--- src/rtl/dl_rshift_pipe_pkg.sv ---
// Shared shift definitions: shift-mode encodings and fill-bit selection helpers,
// common to the right shifter and sibling shift/rotate blocks.
package dl_rshift_pipe_pkg;

  localparam logic SHIFT_LOGICAL = 1'b0;
  localparam logic SHIFT_ARITH   = 1'b1;

  typedef enum logic {
    FILL_ZERO = 1'b0,
    FILL_MSB  = 1'b1
  } fill_sel_e;

  function automatic fill_sel_e fill_select(input logic arith);
    return (arith == SHIFT_ARITH) ? FILL_MSB : FILL_ZERO;
  endfunction

  function automatic logic fill_bit(input fill_sel_e sel, input logic msb);
    return (sel == FILL_MSB) ? msb : 1'b0;
  endfunction

endpackage

--- src/rtl/dl_rshift_stage.sv ---
// One pipeline stage of the right shifter: conditional shift by 2^STAGE,
// registered together with its valid, remaining shift amount and mode.
module dl_rshift_stage
  import dl_rshift_pipe_pkg::*;
#(
  parameter  int NUM_BITS       = 32,
  parameter  int STAGE          = 0,
  localparam int NUM_SHIFT_BITS = $clog2(NUM_BITS)
) (
  input  logic                      clk,
  input  logic                      rst,
  input  logic                      prev_valid,
  input  logic [NUM_BITS-1:0]       prev_data,
  input  logic [NUM_SHIFT_BITS-1:0] prev_shift,
  input  logic                      prev_arith,
  input  logic                      next_ready,
  output logic                      ready,
  output logic                      valid,
  output logic [NUM_BITS-1:0]       data,
  output logic [NUM_SHIFT_BITS-1:0] shift,
  output logic                      arith
);

  localparam int AMT = 1 << STAGE;

  logic                      valid_q, valid_d;
  logic [NUM_BITS-1:0]       data_q, data_d;
  logic [NUM_SHIFT_BITS-1:0] shift_q, shift_d;
  logic                      arith_q, arith_d;
  logic                      fill;
  logic [NUM_BITS-1:0]       shifted;

  // Fill comes from the incoming MSB, so the sign survives every stage.
  always_comb begin
    fill    = fill_bit(fill_select(prev_arith), prev_data[NUM_BITS-1]);
    shifted = prev_data;
    if (prev_shift[STAGE]) begin
      shifted = {{AMT{fill}}, prev_data[NUM_BITS-1:AMT]};
    end
  end

  assign ready = ~valid_q | next_ready;

  always_comb begin
    valid_d = valid_q;
    data_d  = data_q;
    shift_d = shift_q;
    arith_d = arith_q;
    if (ready) begin
      valid_d = prev_valid;
      data_d  = shifted;
      shift_d = prev_shift;
      arith_d = prev_arith;
    end
  end

  always_ff @(posedge clk or posedge rst) begin
    if (rst) begin
      valid_q <= 1'b0;
      data_q  <= '0;
      shift_q <= '0;
      arith_q <= 1'b0;
    end else begin
      valid_q <= valid_d;
      data_q  <= data_d;
      shift_q <= shift_d;
      arith_q <= arith_d;
    end
  end

  assign valid = valid_q;
  assign data  = data_q;
  assign shift = shift_q;
  assign arith = arith_q;

endmodule

--- src/rtl/dl_rshift_pipe.sv ---
// Pipelined logical/arithmetic right shifter, one log2 stage per register,
// with valid/ready on both sides and full throughput.
module dl_rshift_pipe
  import dl_rshift_pipe_pkg::*;
#(
  parameter  int NUM_BITS       = 32,
  localparam int NUM_SHIFT_BITS = $clog2(NUM_BITS)
) (
  input  logic                      clk,
  input  logic                      rst,
  input  logic                      in_valid,
  output logic                      in_ready,
  input  logic [NUM_BITS-1:0]       a,
  input  logic [NUM_SHIFT_BITS-1:0] shift,
  input  logic                      arith,
  output logic                      out_valid,
  input  logic                      out_ready,
  output logic [NUM_BITS-1:0]       out
);

  // Index k is the input side of stage k; index NUM_SHIFT_BITS is the output.
  logic                      valid_w [0:NUM_SHIFT_BITS];
  logic [NUM_BITS-1:0]       data_w  [0:NUM_SHIFT_BITS];
  logic [NUM_SHIFT_BITS-1:0] shift_w [0:NUM_SHIFT_BITS];
  logic                      arith_w [0:NUM_SHIFT_BITS];
  logic                      ready_w [0:NUM_SHIFT_BITS];
  logic                      unused_tail;

  assign valid_w[0] = in_valid;
  assign data_w[0]  = a;
  assign shift_w[0] = shift;
  assign arith_w[0] = arith;
  assign ready_w[NUM_SHIFT_BITS] = out_ready;

  genvar gi;
  generate
    for (gi = 0; gi < NUM_SHIFT_BITS; gi++) begin : g_stage
      dl_rshift_stage #(
        .NUM_BITS (NUM_BITS),
        .STAGE    (gi)
      ) u_stage (
        .clk        (clk),
        .rst        (rst),
        .prev_valid (valid_w[gi]),
        .prev_data  (data_w[gi]),
        .prev_shift (shift_w[gi]),
        .prev_arith (arith_w[gi]),
        .next_ready (ready_w[gi+1]),
        .ready      (ready_w[gi]),
        .valid      (valid_w[gi+1]),
        .data       (data_w[gi+1]),
        .shift      (shift_w[gi+1]),
        .arith      (arith_w[gi+1])
      );
    end
  endgenerate

  // The final stage's shift amount and mode have no further consumer.
  assign unused_tail = ^{shift_w[NUM_SHIFT_BITS], arith_w[NUM_SHIFT_BITS]};

  assign in_ready  = ready_w[0];
  assign out_valid = valid_w[NUM_SHIFT_BITS];
  assign out       = data_w[NUM_SHIFT_BITS];

endmodule

--- config.mk ---
export PLATFORM = sky130hd
export DESIGN_NAME = dl_rshift_pipe
export DESIGN_NICKNAME = d
export VERILOG_FILES = /design/src/rtl/dl_rshift_pipe_pkg.sv /design/src/rtl/dl_rshift_stage.sv /design/src/rtl/dl_rshift_pipe.sv
export SDC_FILE = /design/constraint.sdc
export NUM_CORES = 1
export LEC_CHECK = 0
export CAP_MARGIN = 0
export CORE_AREA = 2 2 170 172
export DETAILED_ROUTE_END_ITERATION = 10
export DIE_AREA = 0 0 172 174
export GPL_ROUTABILITY_DRIVEN = 0
export GPL_TIMING_DRIVEN = 0
export HOLD_SLACK_MARGIN = 0.06
export SETUP_SLACK_MARGIN = 0.2
export SYNTH_ARGS = -nofsm -noshare
export SYNTH_HDL_FRONTEND = slang
export SYNTH_SLANG_ARGS = --single-unit
export TNS_END_PERCENT = 50
--- constraint.sdc ---
create_clock -name clk -period 7.13 [get_ports clk]
set_input_delay 0.713 -clock clk [delete_from_list [all_inputs] [get_ports clk]]
set_output_delay 0.713 -clock clk [all_outputs]
set_load 0.01 [all_outputs]
==> implementation parameters <==
Parameter                              Value

Synthesis
  Share of the synthesized area in the top cell type ... 0.538
  Top area cells in the synthesized netlist ... sky130_fd_sc_hd__dfrtp_1, sky130_fd_sc_hd__mux2i_1, sky130_fd_sc_hd__mux2_2
  Synth Net Count ... 788
  Part of the Yosys area used for sequential elements ... 0.538
  Yosys Warn Count ... 0
  Synthesis-stage register bit count ... 179
  Number of instances in the synthesized netlist ... 746
  Post-synth design cell area ... 8320 µm²
  Netlist cell types ... 27
  Average footprint of a synthesized cell ... 11.2 µm²
  Most area-hungry cell type in the Yosys netlist ... sky130_fd_sc_hd__dfrtp_1

Placement
  Input/output buffers ... 74
  Total half-perimeter wirelength after legalization and detailed placement ... 13300 µm
  Inst Count DP ... 1205
  Post-placement setup slack ... 3.65 ns

Clocking
  Level count of the clock H-tree ... 4
  Deepest clock path buffer count ... 2
  Number of buffers inserted during clock tree synthesis ... 17
  Post-CTS resize count ... 0
  Clock latency on the worst-skew pair ... 0.44 ns
  Setup repair bufs after CTS ... 0
  Clock Root Buffer ... sky130_fd_sc_hd__clkbuf_16
  Number of sinks handled by clock tree synthesis ... 179
  Hold buffer count at CTS ... 0
  Clk slew on worst S/H paths ... 0.06 ns
  TritonCTS clock tree ... built

Worst hold path
  Hold crit path type ... reg2reg
  Number of cells traversed by the worst hold path ... 2

Global route
  Largest net degree at the start of global routing ... 115
  All-Layer GR Usage ... 0.126
  Remaining Overflow, GRT ... 0
  Vias in the first global route ... 5547
  Global-route wire length before repair ... 29700 µm
  Initial antenna violation count ... 0

STA
  Shortest period the worst path allows ... 3.46 ns
  Unrepaired setup endpoints after global routing ... no
  Skew final ... 0.0184 ns
  Final worst hold slack ... 0.483 ns
  Relative slew margins ... 0.569
  Number of slew-limit violations in the final report ... 0
  Total setup violations reported at the end of the flow ... 0
  Final hold violation count ... 0
  Setup TNS ... 0 ns
  Smallest setup slack after layout ... 3.67 ns
  Highest clock frequency the design can meet ... 0.289 GHz
  Fin crit share ... 0.486
  Worst-Margin Slew ... 0.646 ns

Cells and area
  Fill count ... 2842
  Area used by sequential logic in the layout ... 4480 µm²
  Antenna diode instance count ... 0
  Fraction of layout instances using a drive strength above 1 ... 0.179
  Growth of design area from synthesis to finish ... 22.4%
  Area occupied by multi-input gates ... 3320 µm²
  Final Instance Count excl. Fillers ... 1237
  Number of nets in the layout ... 882

Floorplanning
  Row cnt ... 62
  Floorplan core area ... 28200 µm²
  Initial core utilization ... 0.295
  Die Outline Area ... 29900 µm²
  Chip width ... 172 µm
  I/O Pins ... 76
  Die Y-Extent ... 174 µm

Pwr
  Pwr Density ... 338 nW/µm²
  Leak ... 4.37 nW
  Worst voltage drop across the vdd grid ... 0.161 mV

Setup path
  CP most frequent cell ... sky130_fd_sc_hd__buf_6
  Cell type of the slowest stage on the worst timing path ... sky130_fd_sc_hd__clkdlybuf4s50_1
  Cell count of the worst reg-to-reg path ... 6
  Critical path cell sequence ... clkdlybuf4s50_1, and4b_1, buf_6, and3_4, buf_6, buf_6, inv_1, clkdlybuf4s50_1
  Data required time at the worst endpoint ... 6.42 ns
  Kind of end point of the critical path ... output port
  Crit path largest cell delay ... 0.47 ns
  Nature of the critical path startpoint ... primary input
  Crit path arrival time ... 2.75 ns
  Critical path peak fanout ... 10
  Type of the worst setup path ... in2out

Routing
  Post-route ant nets ... 0
  Routed via count ... 5446
  Number of vias per cell ... 4.40
  Number of DRC violations after detailed routing ... 0
  Detailed-router iteration count before antenna repair ... 4
  Detailed Route Iter0 Violations ... 327
  Wire length reported by the detailed router ... 17800 µm
  Routed length per placed instance ... 14.4 µm

Run status
  Run status ... completed

Job
  Max cap viols ... 0
==> through the flow <==
step / util / cell area [µm²] / power [mW]
global route: 0.361 / 10200 / 3.67
CTS: 0.361 / 10200 / 3.48
detailed placement: 0.339 / 9580 / 2.52
floorplan: - / 8320 / 2.12
global placement: 0.338 / 9540 / 2.49
finish: 0.361 / 10200 / 3.45
==> sequential cells by signal, summed over array words and instances (netlist names) <==
signal / cells
g_stage.u_stage.shift: 10
g_stage.u_stage.data: 160
g_stage.u_stage.valid: 5
g_stage.u_stage.arith: 4
==> path summary, 6_finish.rpt <==
check                                         endpoint  slack, ns                        from
max                                           in_ready       3.67                   out_ready
min                         g_stage[2].u_stage.data[3]       0.48  g_stage[2].u_stage.data[3]
max reg2reg                g_stage[0].u_stage.data[26]       5.30    g_stage[4].u_stage.valid
min reg2reg                 g_stage[2].u_stage.data[3]       0.48  g_stage[2].u_stage.data[3]
max in group asynchronous  g_stage[0].u_stage.data[26]       5.51                         rst
min in group asynchronous   g_stage[4].u_stage.data[3]       0.70                         rst
==> metal layers <==
layer / part of all wire / GRT usage
met5: 0 / 0
met4: 0.0087 / 0.0294
met2: 0.46 / 0.197
met1: 0.50 / 0.179
met3: 0.034 / 0.0282
==> logic make-up after synthesis <==
family | after synthesis | synth area share
flip-flops | 179 | 0.538
multiplexers | 172 | 0.221
AO/OA/AOI/OAI | 145 | 0.0940
AND/OR/NAND/NOR | 152 | 0.0840
buffers and inverters | 98 | 0.0630
==> placed cells by master, fill, tap and decap left out, types with 2 or more instances in the layout <==
| master | Yosys | layout |
|---|---|---|
| sky130_fd_sc_hd__buf_1 | 4 | 4 |
| sky130_fd_sc_hd__mux2_1 | 2 | 2 |
| sky130_fd_sc_hd__and3_1 | 3 | 3 |
| sky130_fd_sc_hd__nor2_1 | 31 | 31 |
| sky130_fd_sc_hd__clkdlybuf4s50_1 | 0 | 74 |
| sky130_fd_sc_hd__nand3_1 | 33 | 33 |
| sky130_fd_sc_hd__o21ai_0 | 88 | 88 |
| sky130_fd_sc_hd__a21oi_1 | 42 | 42 |
| sky130_fd_sc_hd__dfrtp_1 | 179 | 179 |
| sky130_fd_sc_hd__inv_8 | 0 | 3 |
| sky130_fd_sc_hd__mux2_2 | 63 | 63 |
| sky130_fd_sc_hd__nand2b_1 | 4 | 4 |
| sky130_fd_sc_hd__inv_6 | 0 | 5 |
| sky130_fd_sc_hd__buf_4 | 32 | 32 |
| sky130_fd_sc_hd__clkinv_4 | 0 | 2 |
| sky130_fd_sc_hd__buf_2 | 11 | 11 |
| sky130_fd_sc_hd__inv_1 | 8 | 7 |
| sky130_fd_sc_hd__or2_2 | 2 | 2 |
| sky130_fd_sc_hd__mux2_4 | 7 | 7 |
| sky130_fd_sc_hd__nor2b_1 | 16 | 16 |
| sky130_fd_sc_hd__nand2_1 | 58 | 58 |
| sky130_fd_sc_hd__o22a_1 | 15 | 15 |
| sky130_fd_sc_hd__clkbuf_16 | 0 | 17 |
| sky130_fd_sc_hd__clkinvlp_4 | 0 | 3 |
| sky130_fd_sc_hd__buf_6 | 3 | 3 |
| sky130_fd_sc_hd__bufinv_16 | 0 | 2 |
| sky130_fd_sc_hd__mux2i_1 | 100 | 100 |
| sky130_fd_sc_hd__clkbuf_1 | 39 | 39 |
==> area by class of cell <==
cell class                      instances  share of cell area
Multi-Input combinational cell        469               0.326
Sequential cell                       179               0.440
Buffer                                 89              0.0482
Tap cell                              384              0.0472
Inverter                                9             0.00405
Clock inverter                         14              0.0163
Clock buffer                           18              0.0431
Timing Repair Buffer                   75              0.0754
==> worst max-delay path, delay by kind of cell <==
| family | cells | cell delay (ns) |
|---|---|---|
| buf+inv | 6 | 1.50 |
| simple gates | 2 | 0.52 |
==> power breakdown <==
group | internal, mW | switching, mW
clock | 0.537 | 0.425
sequential | 1.31 | 0.225
combinational | 0.523 | 0.429
==> synth_stat cells (all sizes together) <==
cell type and instances:
clkinv 1, nand4b 1, clkbuf 39, or2 2, and2 1, nor2 31
nand3b 1, dfrtp 179, nand2b 4, mux2i 100, mux2 72, inv 8
nand3 33, o22a 15, nor2b 16, a21oi 42, buf 50, and4b 1
o21ai 88, and3 4, nand2 58
Note: power is estimated with default switching activity, not from simulation.
